**config.mk**
```make
export PLATFORM = sky130hd
export DESIGN_NAME = tthbif_uart_regif
export DESIGN_NICKNAME = d
export VERILOG_FILES = /design/src/rtl/tthbif_uart_regif.sv
export SDC_FILE = /design/constraint.sdc
export NUM_CORES = 1
export LEC_CHECK = 0
export BUFFER_PORTS_ARGS = -buffer_cell sky130_fd_sc_hd__buf_2
export CAP_MARGIN = 30
export CORE_MARGIN = 1
export CORE_UTILIZATION = 40
export DETAILED_ROUTE_END_ITERATION = 7
export PLACE_DENSITY = 0.61
export SKIP_CTS_REPAIR_TIMING = 1
export SLEW_MARGIN = 20
export SYNTH_ARGS = -nofsm -noshare
export SYNTH_HDL_FRONTEND = slang
export SYNTH_SLANG_ARGS = --single-unit
```
**constraint.sdc**
```tcl
create_clock -name clk_i -period 2.7 [get_ports clk_i]
set_input_delay 0.405 -clock clk_i [delete_from_list [all_inputs] [get_ports clk_i]]
set_output_delay 0.405 -clock clk_i [all_outputs]
set_load 0.02 [all_outputs]
```
**src/rtl/tthbif_uart_regif.sv**
```systemverilog
// UART-side command responder and control register file for the tthbif lane block.
// It executes single-byte read and write commands and returns one response byte per command.
module tthbif_uart_regif #(
  parameter int          TIMEOUT_CLKS = 1000000,
  parameter logic [7:0]  ID_VALUE     = 8'hB1,
  parameter logic [7:0]  TAPSEL_RST   = 8'hFF
) (
  input  logic       clk_i,
  input  logic       rst_i,
  input  logic       rx_data_valid_i,
  input  logic [7:0] rx_data_i,
  input  logic       tx_data_ready_i,
  output logic       tx_data_valid_o,
  output logic [7:0] tx_data_o,
  output logic [1:0] rx_flop_tap_sel_o,
  output logic [1:0] rx_comb_tap_sel_o,
  output logic [1:0] tx_flop_tap_sel_o,
  output logic [1:0] tx_comb_tap_sel_o,
  output logic       lane_en_o,
  output logic       busy_o
);

  localparam int            CW       = $clog2(TIMEOUT_CLKS) + 1;
  localparam logic [CW-1:0] CNT_LAST = CW'(TIMEOUT_CLKS - 1);
  localparam logic [7:0]    ACK      = 8'hAA;
  localparam logic [7:0]    NAK      = 8'hEE;

  typedef enum logic [1:0] {IDLE, DATA, RESP} state_t;

  state_t        state_reg, state_next;
  logic [7:0]    tapsel_reg, tapsel_next;
  logic          ctrl_reg, ctrl_next;
  logic [7:0]    scratch_reg, scratch_next;
  logic [3:0]    addr_reg, addr_next;
  logic [CW-1:0] cnt_reg, cnt_next;
  logic [7:0]    tx_data_reg, tx_data_next;
  logic [7:0]    rd_value;

  // Read data is decoded straight from the incoming command byte.
  always_comb begin
    rd_value = NAK;
    case (rx_data_i[3:0])
      4'h0:    rd_value = tapsel_reg;
      4'h1:    rd_value = {7'b0, ctrl_reg};
      4'h2:    rd_value = scratch_reg;
      4'h3:    rd_value = ID_VALUE;
      default: rd_value = NAK;
    endcase
  end

  always_comb begin
    state_next   = state_reg;
    tapsel_next  = tapsel_reg;
    ctrl_next    = ctrl_reg;
    scratch_next = scratch_reg;
    addr_next    = addr_reg;
    cnt_next     = cnt_reg;
    tx_data_next = tx_data_reg;
    case (state_reg)
      IDLE: begin
        if (rx_data_valid_i) begin
          if (rx_data_i[6:4] != 3'b000) begin
            tx_data_next = NAK;
            state_next   = RESP;
          end else if (rx_data_i[7]) begin
            addr_next  = rx_data_i[3:0];
            cnt_next   = '0;
            state_next = DATA;
          end else begin
            tx_data_next = rd_value;
            state_next   = RESP;
          end
        end
      end
      DATA: begin
        // A data byte beats a timeout expiring on the same edge.
        if (rx_data_valid_i) begin
          state_next   = RESP;
          tx_data_next = ACK;
          case (addr_reg)
            4'h0:    tapsel_next  = rx_data_i;
            4'h1:    ctrl_next    = rx_data_i[0];
            4'h2:    scratch_next = rx_data_i;
            default: tx_data_next = NAK;
          endcase
        end else if (cnt_reg == CNT_LAST) begin
          state_next = IDLE;
        end else begin
          cnt_next = cnt_reg + 1'b1;
        end
      end
      RESP: begin
        if (tx_data_ready_i) state_next = IDLE;
      end
      default: state_next = IDLE;
    endcase
  end

  always_ff @(posedge clk_i) begin
    if (rst_i) begin
      state_reg   <= IDLE;
      tapsel_reg  <= TAPSEL_RST;
      ctrl_reg    <= 1'b1;
      scratch_reg <= 8'h00;
      addr_reg    <= 4'h0;
      cnt_reg     <= '0;
      tx_data_reg <= 8'h00;
    end else begin
      state_reg   <= state_next;
      tapsel_reg  <= tapsel_next;
      ctrl_reg    <= ctrl_next;
      scratch_reg <= scratch_next;
      addr_reg    <= addr_next;
      cnt_reg     <= cnt_next;
      tx_data_reg <= tx_data_next;
    end
  end

  assign tx_data_valid_o   = (state_reg == RESP);
  assign tx_data_o         = tx_data_reg;
  assign busy_o            = (state_reg != IDLE);
  assign rx_flop_tap_sel_o = tapsel_reg[1:0];
  assign rx_comb_tap_sel_o = tapsel_reg[3:2];
  assign tx_flop_tap_sel_o = tapsel_reg[5:4];
  assign tx_comb_tap_sel_o = tapsel_reg[7:6];
  assign lane_en_o         = ctrl_reg;

endmodule
```
=== Yosys cells after proc, flatten, opt, wreduce, memory -nomap -nowiden ===
Index checks and enable logic that the tools add are counted.

* Register bits after elaboration: 52
* Input bits: 12
* Output and inout bits: 19

* Add/sub/neg operators: 1
* Equal/unequal tests: 17
* Mux-type cells: 20
* Bitwise gates (word level): 1
* Reduce and logical (&&, ||, !) cells: 14

{| class="wikitable"
|+ Operators by type and width
! operator !! count
|-
| $mux W21 || 5
|-
| $pmux W21 S2 || 1
|-
| $mux W8 || 4
|-
| $pmux W8 S4 || 1
|-
| $add A21 B1 Y21 const B || 1
|-
| $eq A21 B20 Y1 const B || 1
|-
| $pmux W8 S2 || 1
|-
| $ne A2 B2 Y1 const B || 7
|-
| $eq A4 B2 Y1 const B || 3
|-
| $mux W2 || 6
|-
| $reduce_and A3 Y1 || 4
|-
| $eq A4 B1 Y1 const B || 2
|-
| $logic_not A4 Y1 || 2
|-
| $reduce_and A4 Y1 || 2
|-
| $mux W7 || 1
|-
| $ne A3 B3 Y1 const B || 2
|-
| $pmux W2 S3 || 1
|-
| $reduce_and A6 Y1 || 1
|-
| $reduce_bool A2 Y1 || 2
|-
| $reduce_bool A3 Y1 || 1
|-
| $reduce_or A3 Y1 || 1
|-
| $eq A2 B1 Y1 const B || 1
|-
| $eq A2 B2 Y1 const B || 1
|-
| $logic_not A2 Y1 || 1
|-
| $not A1 Y1 || 1
|}

=== Depth between registers and ports, before layout ===
* Word-level depth: 6
* Mapped depth: 7
* Depth with buffers taken out: 6

=== Worst setup path after synthesis ===
Ideal clock, no wire load.

* Kind: reg-to-reg
* Start point: register cnt_reg[8]
* End point: register cnt_reg[11]
* Arrival: 1.932 ns
* Path slack: 0.706 ns
* Cell stages (with the launch flop): 6
* Path buffers: 0
* Period minus slack after synthesis: 1.994 ns
* Cells stage by stage: dfxtp_1 or4_4 nor4_4 a211oi_1 or4b_1 nand3_1

* Word-level cells in the longest chain between the ends: 4
* Elaborated cells on any way between the ends: 7
* Those cells by class: add/sub: 1; eq/ne: 2; mux: 3; reduce/logical: 1

{| class="wikitable"
|+ Ends and longest elaborated chain
! item !! RTL line !! source
|-
| from (decl) || 35 || <nowiki>logic [CW-1:0] cnt_reg, cnt_next;</nowiki>
|-
| from (signal assigned) || 114 || <nowiki>cnt_reg <= cnt_next;</nowiki>
|-
| $add A21 B1 Y21 || 89 || <nowiki>cnt_next = cnt_reg + 1'b1;</nowiki>
|-
| $mux W21 || 86 || <nowiki>end else if (cnt_reg == CNT_LAST) begin</nowiki>
|-
| $mux W21 || 77 || <nowiki>if (rx_data_valid_i) begin</nowiki>
|-
| $pmux W21 S2 || 59 || <nowiki>case (state_reg)</nowiki>
|}

Several ways; a longest one is shown, not always the timed one. The select of a mux whose other input is x is not followed.
A chain may end at the register's enable or synchronous reset.

=== Worst setup path after layout ===
* Start point: register cnt_reg[8]
* End point: register cnt_reg[2]

* Word-level cells in the longest chain between the ends: 3

{| class="wikitable"
|+ Ends and longest elaborated chain
! item !! RTL line
|-
| $eq A21 B20 Y1 || 86
|-
| $ne A2 B2 Y1 (no source line) || --
|-
| $reduce_and A6 Y1 (no source line) || --
|}

Every way passes these cells.

==> out/metrics.yaml <==
run_status:
  status: "finished clean"
cts:
  cts.sinks: 52
  ctsHtreeMaxLevel: 2
  tritoncts: "yes"
  clk_pin_slew_worst_paths_ps: 100
  root_buffer: "clkbuf_8"
  worstSkewPairLatency_ps: 310
  cts_buffer_depth: 2
  cts_inserted_buffers: 5
power:
  leakage_nw: 1.19
  vdd_drop_max_mv: 0.291
  p_comb_frac: 0.085
  net-switching-power_w: 0.000352
  switching_share: 0.259
  seqPwrFrac: 0.580
  power.total_w: 0.00136
  power_density_nw_per_um2: 474
  clock_power_share: 0.335
  p_int_w: 0.00101
setup_path:
  cp_cell_sequence: "or4_4 > nor4_4 > a211o_2 > and2_1 > a221o_1"
  max_stage_delay_ps: 570
  slowest_stage: "or4_4"
  crit_buf_inv: 0
  start_kind: "register"
  worst-path-max-fanout: 8
  worstSetupPathType: "reg -> reg"
  critPathTopFamily: "simple AND/OR/NAND/NOR gates"
  worstPathRequired_ps: 2950
  crit_path_end_kind: "register"
  crit_arrival_ps: 2530
drt:
  routed_wl_microns: 5880
  drcViolationCount: 0
  firstDrtPassIters: 4
  wl_per_cell_microns: 14.7
  drt_first_iter_violations: 141
  vias: 2279
  drtAntennaViolNets: 0
  avgViaCountPerCell: 5.70
sta:
  period_share: 0.843
  fin_skew_ps: 7.03
  setup_ws_ps: 425
  setup_viol: 0
  holdWs_ps: 320
  fin_crit_ps: 2270
  worstMarginPinSlew_ps: 636
  slew_violations: 0
  fmax_ghz: 0.440
  hold_viol: 0
  max-slew-margin-rel: 0.574
  setup-tns-final_ps: 0
  rsz0062_at_grt: "no"
place:
  place_hpwl_microns: 4080
  gp_congestion: 0.766
  portBuffers: 30
  dp_slack_ps: 486
synth:
  synth.avg_cell_area_sq_um: 8.67
  synth_nets: 306
  synth_edf_count: 0
  synth_warnings: 0
  ys_seq_area_frac: 0.410
  synthFlopType: "dfxtp_1"
  synthCells: 293
  synth_seq_cells: 52
  yosysUniqueCellTypes: 53
  syn_area_sq_um: 2540
  ys_async_sr_fraction: 0
cells_and_area:
  largest_reg_flops: 21
  drive_gt1_frac: 0.182
  synthToLayoutAreaGrowth_pct: 12.9
  nets: 337
  antenna_cells: 0
  nFillCells: 620
  fin_util: 0.476
floorplan:
  die_x_microns: 81.7
  die_height_microns: 81.7
  num_rows: 28
  die-area_sq_um: 6670
  start_util: 0.422
  pin_count: 31
  core_area_sq_um: 6030
grt:
  top_usage_layer: "met1"
  grtUsageMet1: 0.286
  grt_use_total: 0.191
  grt_antenna_before_repair: 0
  grt_pass1_wl_microns: 9660
  grt_util_met2: 0.271
  grt_start_max_net_pins: 40
  grt_overflow: 0
  use_met3: 0.0378
  grt_pass1_vias: 1939
run:
  maxCapViolations: 0
min_path:
  min_path_type: "in -> reg"
placed cells by master (no fill, tap or decap), types with 3 or more instances in the layout:
master / instances
nand2b_1: 5
nand2_1: 28
a21o_1: 4
a211o_1: 10
nand4_1: 6
nor2b_1: 12
inv_1: 3
o31ai_1: 4
mux2_2: 4
o211ai_1: 4
buf_2: 30
a21oi_1: 16
nand3_1: 21
a211oi_1: 6
and3_1: 6
nor2_1: 28
nor3_1: 3
clkbuf_8: 5
o21ai_0: 8
dfxtp_1: 52
mux2i_1: 14
buf_4: 7
or4_1: 3
a31oi_1: 6
cell usage after synthesis, types with 2 or more instances:
cell type,count,area share
a211o_1,10,0.034
a211o_2,2,0.0079
a211oi_1,6,0.018
a21o_1,4,0.012
a21oi_1,16,0.032
a221o_1,2,0.0079
a31oi_1,6,0.015
and2_1,2,0.0049
and3_1,6,0.015
and4_1,2,0.0069
buf_2,2,0.0039
clkbuf_1,8,0.012
dfxtp_1,52,0.41
inv_1,3,0.0044
mux2_2,4,0.018
mux2i_1,14,0.055
nand2_1,28,0.041
nand2b_1,5,0.012
nand3_1,21,0.041
nand4_1,6,0.015
nand4b_1,2,0.0069
nor2_1,28,0.041
nor2b_1,12,0.030
nor3_1,4,0.0079
nor3b_1,2,0.0059
nor4_1,2,0.0049
o211ai_1,4,0.012
o21ai_0,8,0.016
o31ai_1,4,0.012
or3_1,2,0.0049
or4_1,3,0.0089
or4b_1,2,0.0079
final timing paths:
check                            startpoint                          to  slack, ps  cells past startpoint
hold reg to reg   tx_data_o[2]$_SDFFE_PP0P_   tx_data_o[2]$_SDFFE_PP0P_        460                      2
setup / recovery    cnt_reg[8]$_SDFFE_PP0P_     cnt_reg[2]$_SDFFE_PP0P_        430                      5
hold / removal                 rx_data_i[4]  tapsel_reg[4]$_SDFFE_PP1P_        320                      2
setup reg to reg    cnt_reg[8]$_SDFFE_PP0P_     cnt_reg[2]$_SDFFE_PP0P_        430                      5
power by group through the flow:
stage | registers, W | clock network (W) | logic (W)
floorplan | 0.000815 | 0 | 0.0000639
global route | 0.000790 | 0.000514 | 0.000127
CTS | 0.000788 | 0.000469 | 0.000115
global placement | 0.000806 | 0 | 0.000114
detailed placement | 0.000806 | 0 | 0.000115
finish | 0.000788 | 0.000455 | 0.000115
per-stage QoR:
step / cell area [sq um] / cells
detailed placement: 2770 / 392
finish: 2870 / 400
global placement: 2770 / 392
floorplan: 2540 / 293
CTS: 2860 / 400
global route: 2870 / 400
logic make-up after synthesis:
family          Yosys count  share of synthesized area
simple gates            136                      0.290
mux                      18                     0.0729
buf+inv                  16                     0.0300
fa+ha+maj                 1                    0.00493
compound gates           70                      0.192
flops                    52                      0.410
metal layers:
layer | part of all wire | vias to the layer above
met2 | 0.42 | 57
met4 | 0.011 | 0
met5 | 0 | -
li1 | - | 1158
met3 | 0.048 | 6
met1 | 0.52 | 1058
final cells by class:
class / count / area, sq um / area share
Tap cell: 75 / 93.8 / 0.0327
Clock buffer: 5 / 68.8 / 0.0240
Multi-Input combinational cell: 225 / 1430 / 0.498
Sequential cell: 52 / 1040 / 0.363
Inverter: 3 / 11.3 / 0.00393
Clock inverter: 3 / 22.5 / 0.00785
Timing Repair Buffer: 37 / 203 / 0.0707
No activity file was read; power rests on OpenSTA's default activity.
